`src/rtl/asip_run_control_pkg.sv`:
```
// Shared FSM state encoding and sequencing constants for the ASIP run/debug controller.
package run_ctrl_pkg;

    typedef enum logic [2:0] {
        OFF   = 3'd0,
        RESET = 3'd1,
        RUN   = 3'd2,
        PAUSE = 3'd3,
        STEP  = 3'd4,
        HALT  = 3'd5
    } state_t;

    localparam int RESET_CYCLES = 2;

endpackage

```
`src/rtl/asip_run_control_button_conditioner.sv`:
```
// Active-low pushbutton -> 1-cycle press pulse (2-flop sync, falling edge); pulse follows the pin by 2 edges.
// Optional RUN_CTRL_DEBOUNCE_EN adds DEBOUNCE_CYCLES of stable-sample filtering before the edge detect.
module button_conditioner #(
    parameter int DEBOUNCE_CYCLES = 16
) (
    input  logic i_clk,
    input  logic i_rst,
    input  logic i_btn_n,
    output logic o_press
);

    logic r_sync1;
    logic r_sync2;
    logic r_prev;
    logic w_level;

    always_ff @(posedge i_clk or posedge i_rst) begin
        if (i_rst) begin
            r_sync1 <= 1'b1;
            r_sync2 <= 1'b1;
            r_prev  <= 1'b1;
        end else begin
            r_sync1 <= i_btn_n;
            r_sync2 <= r_sync1;
            r_prev  <= w_level;
        end
    end

`ifdef RUN_CTRL_DEBOUNCE_EN
    localparam int CW = $clog2(DEBOUNCE_CYCLES + 1);

    logic [CW-1:0] r_cnt;
    logic          r_stable;

    // The new level is adopted on its DEBOUNCE_CYCLES-th consecutive sample; any bounce restarts the count.
    always_ff @(posedge i_clk or posedge i_rst) begin
        if (i_rst) begin
            r_cnt    <= '0;
            r_stable <= 1'b1;
        end else if (r_sync2 == r_stable) begin
            r_cnt <= '0;
        end else if (r_cnt == CW'(DEBOUNCE_CYCLES - 1)) begin
            r_stable <= r_sync2;
            r_cnt    <= '0;
        end else begin
            r_cnt <= r_cnt + 1'b1;
        end
    end

    assign w_level = r_stable;
`else
    assign w_level = r_sync2;
`endif

    assign o_press = r_prev & ~w_level;

    generate
        if (DEBOUNCE_CYCLES < 1) begin : g_cfg_err
            $error("button_conditioner: DEBOUNCE_CYCLES must be >= 1");
        end
    endgenerate

endmodule

```
`src/rtl/asip_run_control.sv`:
```
// Run/debug controller: button-driven OFF/RESET/RUN/PAUSE/STEP/HALT FSM producing a core clock enable.
// core_en is decoded combinationally (drops on the halt-match cycle); other outputs registered. Macro: RUN_CTRL_DEBOUNCE_EN.
module asip_run_control
    import run_ctrl_pkg::*;
#(
    parameter int N               = 24,
    parameter int STEP_CYCLES     = 1,
    parameter int CNT_W           = 32,
    parameter int DEBOUNCE_CYCLES = 16
) (
    input  logic             i_clk,
    input  logic             i_rst,
    input  logic             i_pwr,
    input  logic             i_stp,
    input  logic             i_dbg,
    input  logic [N-1:0]     i_pc,
    input  logic [N-1:0]     i_halt_addr,
    output logic             o_core_en,
    output logic             o_core_rst,
    output logic [2:0]       o_state,
    output logic             o_step_done,
    output logic             o_halted,
    output logic [CNT_W-1:0] o_cycle_count
);

    localparam int SW = $clog2(STEP_CYCLES + 1);
    localparam int RW = $clog2(RESET_CYCLES + 1);

    state_t           r_state;
    state_t           w_next;
    logic [SW-1:0]    r_step_cnt;
    logic [RW-1:0]    r_rst_cnt;
    logic [CNT_W-1:0] r_cycle_count;
    logic             r_dbg_s1;
    logic             r_dbg_s2;
    logic             r_core_rst;
    logic             r_step_done;
    logic             r_halted;
    logic             w_pwr_press;
    logic             w_stp_press;
    logic             w_active;
    logic             w_hit;
    logic             w_core_en;
    logic             w_step_last;

    button_conditioner #(.DEBOUNCE_CYCLES(DEBOUNCE_CYCLES)) u_pwr (
        .i_clk   (i_clk),
        .i_rst   (i_rst),
        .i_btn_n (i_pwr),
        .o_press (w_pwr_press)
    );

    button_conditioner #(.DEBOUNCE_CYCLES(DEBOUNCE_CYCLES)) u_stp (
        .i_clk   (i_clk),
        .i_rst   (i_rst),
        .i_btn_n (i_stp),
        .o_press (w_stp_press)
    );

    always_ff @(posedge i_clk or posedge i_rst) begin
        if (i_rst) r_state <= OFF;
        else       r_state <= w_next;
    end

    // Restart by pwr overrides everything except while already off or resetting.
    always_comb begin
        w_next = r_state;
        case (r_state)
            OFF:     if (w_pwr_press) w_next = RESET;
            RESET:   if (r_rst_cnt == RW'(RESET_CYCLES - 1)) w_next = r_dbg_s2 ? PAUSE : RUN;
            RUN:     if (w_hit) w_next = HALT;
                     else if (r_dbg_s2) w_next = PAUSE;
            PAUSE:   if (w_stp_press) w_next = STEP;
                     else if (!r_dbg_s2) w_next = RUN;
            STEP:    if (w_hit) w_next = HALT;
                     else if (w_step_last) w_next = r_dbg_s2 ? PAUSE : RUN;
            HALT:    w_next = HALT;
            default: w_next = OFF;
        endcase
        if (w_pwr_press && r_state != OFF && r_state != RESET) w_next = RESET;
    end

    always_comb begin
        w_active    = (r_state == RUN) || (r_state == STEP);
        w_hit       = w_active && (i_pc == i_halt_addr);
        w_core_en   = w_active && !w_hit;
        w_step_last = (r_state == STEP) && (r_step_cnt == SW'(1));
    end

    always_ff @(posedge i_clk or posedge i_rst) begin
        if (i_rst) begin
            r_dbg_s1      <= 1'b0;
            r_dbg_s2      <= 1'b0;
            r_rst_cnt     <= '0;
            r_step_cnt    <= '0;
            r_cycle_count <= '0;
            r_core_rst    <= 1'b1;
            r_step_done   <= 1'b0;
            r_halted      <= 1'b0;
        end else begin
            r_dbg_s1 <= i_dbg;
            r_dbg_s2 <= r_dbg_s1;

            if (r_state == RESET) r_rst_cnt <= r_rst_cnt + 1'b1;
            else                  r_rst_cnt <= '0;

            if (r_state == PAUSE && w_next == STEP) r_step_cnt <= SW'(STEP_CYCLES);
            else if (r_state == STEP)               r_step_cnt <= r_step_cnt - 1'b1;

            if (r_state == RESET)                        r_cycle_count <= '0;
            else if (w_core_en && r_cycle_count != '1)   r_cycle_count <= r_cycle_count + 1'b1;

            r_core_rst  <= (w_next == OFF) || (w_next == RESET);
            r_halted    <= (w_next == HALT);
            // Only a step that actually completed (no halt, no restart) reports done.
            r_step_done <= (r_state == STEP) && (w_next == PAUSE || w_next == RUN);
        end
    end

    assign o_core_en     = w_core_en;
    assign o_core_rst    = r_core_rst;
    assign o_state       = r_state;
    assign o_step_done   = r_step_done;
    assign o_halted      = r_halted;
    assign o_cycle_count = r_cycle_count;

    generate
        if (STEP_CYCLES < 1) begin : g_cfg_err
            $error("asip_run_control: STEP_CYCLES must be >= 1");
        end
    endgenerate

endmodule

```
`config.mk`:
```
export PLATFORM = sky130hd
export DESIGN_NAME = asip_run_control
export DESIGN_NICKNAME = d
export VERILOG_FILES = /design/src/rtl/asip_run_control_pkg.sv /design/src/rtl/asip_run_control_button_conditioner.sv /design/src/rtl/asip_run_control.sv
export SDC_FILE = /design/constraint.sdc
export NUM_CORES = 1
export LEC_CHECK = 0
export ABC_CLOCK_PERIOD_IN_PS = 2800
export BUFFER_PORTS_ARGS = -buffer_cell sky130_fd_sc_hd__buf_2
export CAP_MARGIN = 20
export CORE_MARGIN = 2
export CORE_UTILIZATION = 51
export DETAILED_ROUTE_END_ITERATION = 8
export GPL_TIMING_DRIVEN = 0
export PLACE_DENSITY = 0.8
export SLEW_MARGIN = 20
export SYNTH_ARGS = -nofsm -noshare
export SYNTH_HDL_FRONTEND = slang
export SYNTH_SLANG_ARGS = --single-unit
```
`constraint.sdc`:
```
create_clock -name i_clk -period 2.8 [get_ports i_clk]
set_clock_uncertainty 0.1 [all_clocks]
set_input_delay 0.42 -clock i_clk [delete_from_list [all_inputs] [get_ports i_clk]]
set_output_delay 0.42 -clock i_clk [all_outputs]
set_load 0.05 [all_outputs]
```
==> results.md <==
- DP Wirelength: 5510 microns
- Final Hold Violating Endpoints: 2
- Final TNS setup: 0 ps
- Worst-case clock buffer depth: 2
- Comb pwr share: 39.2%
- Clk_lat worst skew: ~310 ps
- Slowest cell on the critical path: nor4_4
- CP top delay family: buffers and inverters
- Hold-fix buffers at CTS: 0
- WP data arrival: 2070 ps
- First-pass GRT wire length: 12,600 microns
- Max Slew Vio Count: 0
- Starting Density: 52.7%
- Vias in the first global route: 2,732
- Initial antenna violation count: 0
- Post-synthesis mux area share: between 4 and 5%
- TritonCTS Buffers: 5
- Die area: ~6300 sq um
- Register area: about 1200 sq um
- Synth unique cells: 47
- Flops & latches, synth: 49
- Fillers: 480
- Status: finished, violations left
- Most common cell after layout, fill and taps aside: buf_2
- Area share of fa/ha/maj cells after synthesis: less than 1%
- Sequential fraction of design power: 37.0%
- Clock Power Share: 23.8%
- Multi-input logic area: 1550 sq um
- Gate Count Post-Synth: 310
- # port buffers: 91
- CTS tree: built
- Pwr Density: ~620 nW/um^2
- Design internal power: approximately 1.3 mW
- Most frequent cells in the layout: buf_2, dfrtp_1, xnor2_1, nand2_1, nand4_1
- Worst hold slack: -0.776 ps
- CTS sink cnt: 49
- Post-synth net total: 365
- Reg clk slew, reported paths: 90 ps
- CP bufs+invs: 5
- Top post-synthesis cells by area: dfrtp_1, xnor2_1, dfstp_2
- Vias/cell: 5.75
- CP peak stage delay: about 330 ps
- Xor/xnor share of the synthesized area: 7.55%
- WL per Instance: 15.2 microns
- Max Clock Freq: 386 MHz
- Largest family of logic cells by synthesized area: simple AND/OR/NAND/NOR gates
- Antenna Cells: 0
- Vias post-DR: 2,778
- Slew headroom: 50.4%
- Synth Area in Compound Gates: between 10% and 20%
- RSZ-0062 raised after global routing: false
- MaxCap Viol Count: 0
- Iteration-0 DRC Markers: 223
- Post-Syn Area: between 2000 and 3000 sq um
- Post-CTS setup buffer count: 0
- Layout cell share with drive strength beyond 1: 29.7%
- Post-synth top area share: around 36%
- Worst setup EP type: primary output
- Post-route ant nets: 0
- Post-Route WL: 7330 microns
- Sequential fraction of the synthesis area: 42.6%
- Slew @ Worst Pin: 741 ps
- H-tree depth: 2
- Share of flip-flops with an asynchronous set or reset: 100%
- Largest net degree at the start of global routing: 32
- Sw Pwr: around 0.91 mW
- Die Wd: slightly below 80 microns
- CP Max Fanout: 10
- Gr usage total: around 25%
- Top-level I/O count: 92
- Critical Path Source Type: input port
- Main flop type after synthesis: dfrtp_1
- Min-delay worst type: in2async
- YS warnings: 0
- DRC: 0
- Root Buffer: clkbuf_8
- Maximum VDD drop: 406 uV
- Min cycle time layout: ~2600 ps
- Core area: 5510 sq um
- PostCTS Resize Cnt: 0
- Crit-path cells: buf_2 -> xnor2_1 -> nand4_1 -> nor4_4 -> and2_1 -> buf_4 -> buf_6 -> buf_6 -> nor2_1 -> buf_2
- Die height: 79.4 microns
- Simple-gate share of the synthesized area: 29.4%
- Leakage: between 1.5 and 2 nW
- Syn_area_per_cell: between 9 and 10 sq um
- Area Growth Syn to Fin: 23.9%
- Switching share of total power: 40.8%
- Tcrit/Tclk final: 92.4%
- Failing checks: hold timing
- Area leader, netlist: dfrtp_1
- EDFF count, synth: 0
- WP data required: 2280 ps
- Gpl congestion: 0.879
- Setup Viol. Count Final: 0
- Nets: 465
- Pre-antenna DRT Iters: 5
- Grt total ovfl: 0
- Rows: 27
- Critical setup path kind: in2out
state kept, by name, summed over array words and instances, names as in the netlist:
name,count
u_pwr.r_prev,1
o_halted,1
r_dbg_s1,1
o_cycle_count,32
r_step_cnt,1
r_dbg_s2,1
u_stp.r_prev,1
o_step_done,1
o_core_rst,1
u_stp.r_sync2,1
u_stp.r_sync1,1
o_state,3
u_pwr.r_sync1,1
r_rst_cnt,2
u_pwr.r_sync2,1
worst reg2reg max path, cell delays in order (launching register included):
cell	delay, ps
dfrtp_1	430
ha_1	220
and2_1	210
and4_1	290
a31o_4	280
a21oi_4	270
buf_4	240
a21oi_1	80
a31o_1	180
power by group through the flow:
| stage | sequential (mW) | combinational (mW) | clock, mW |
|---|---|---|---|
| after floorplan | 0.959 | 0.489 | 0 |
| final | 0.825 | 0.873 | 0.531 |
| after global placement | 0.833 | 0.846 | 0 |
| after CTS | 0.825 | 0.871 | 0.542 |
| after detailed placement | 0.838 | 0.869 | 0 |
| after global routing | 0.834 | 0.957 | 0.573 |
cells by family (layout without fill, tap and decap cells):
family	Yosys count	in the layout
fa+ha+maj	2	2
xor+xnor	25	25
mux	12	12
buf+inv	22	123
compound gates	51	51
simple gates	149	149
flops	49	49
through the flow:
stage / cell area, sq um / setup slack (ps) / power (mW) / instances / utilization (%)
4_1_cts: 3590 / 102 / 2.24 / 482 / 65.1
2_1_floorplan: 2900 / 345 / 1.45 / 310 / -
3_5_place_dp: 3470 / 105 / 1.71 / 474 / 62.9
6_report: 3590 / 212 / 2.23 / 483 / 65.3
3_3_place_gp: 3450 / 122 / 1.68 / 473 / 62.6
5_1_grt: 3590 / 53.2 / 2.37 / 483 / 65.3
routing by layer:
layer  part of all wire [%]  track usage [%]  up-vias
li1                       -                -     1334
met1                     43             32.0     1342
met2                     49             41.6       83
met3                    5.3             5.77       19
met4                    2.2             10.9        0
met5                      0                0        -
final cells by class:
type | instances | area share [%]
Sequential cell | 49 | 34.4
Inverter | 8 | 0.836
Clock inverter | 2 | 1.04
Timing Repair Buffer | 93 | 13.4
Multi-Input combinational cell | 239 | 43.1
Tap cell | 72 | 2.51
Clock buffer | 6 | 2.30
Buffer | 14 | 2.37
synth_stat cells, drive strengths merged (8+ instances only):
| master | n |
|---|---|
| and3 | 10 |
| nand2b | 14 |
| dfrtp | 42 |
| and4 | 8 |
| mux2i | 11 |
| nand4 | 20 |
| o21ai | 13 |
| inv | 8 |
| a21oi | 19 |
| nand3 | 16 |
| nor2 | 19 |
| xnor2 | 25 |
| nand2 | 25 |
final timing paths:
path / cells past startpoint / from / slack (ps) / endpoint
setup reg to reg: 8 / o_cycle_count[0] / 390 / o_cycle_count[18]
min in group i_clk: 1 / i_pwr / 100 / u_pwr.r_sync1
hold / removal: 2 / i_rst / -0.8 / o_cycle_count[25]
max in group asynchronous: 3 / i_rst / 2030 / u_pwr.r_sync2
hold reg to reg: 0 / r_dbg_s1 / 260 / r_dbg_s2
setup / recovery: 10 / i_halt_addr[4] / 210 / o_core_en
Power figures use the tool's default switching activity.
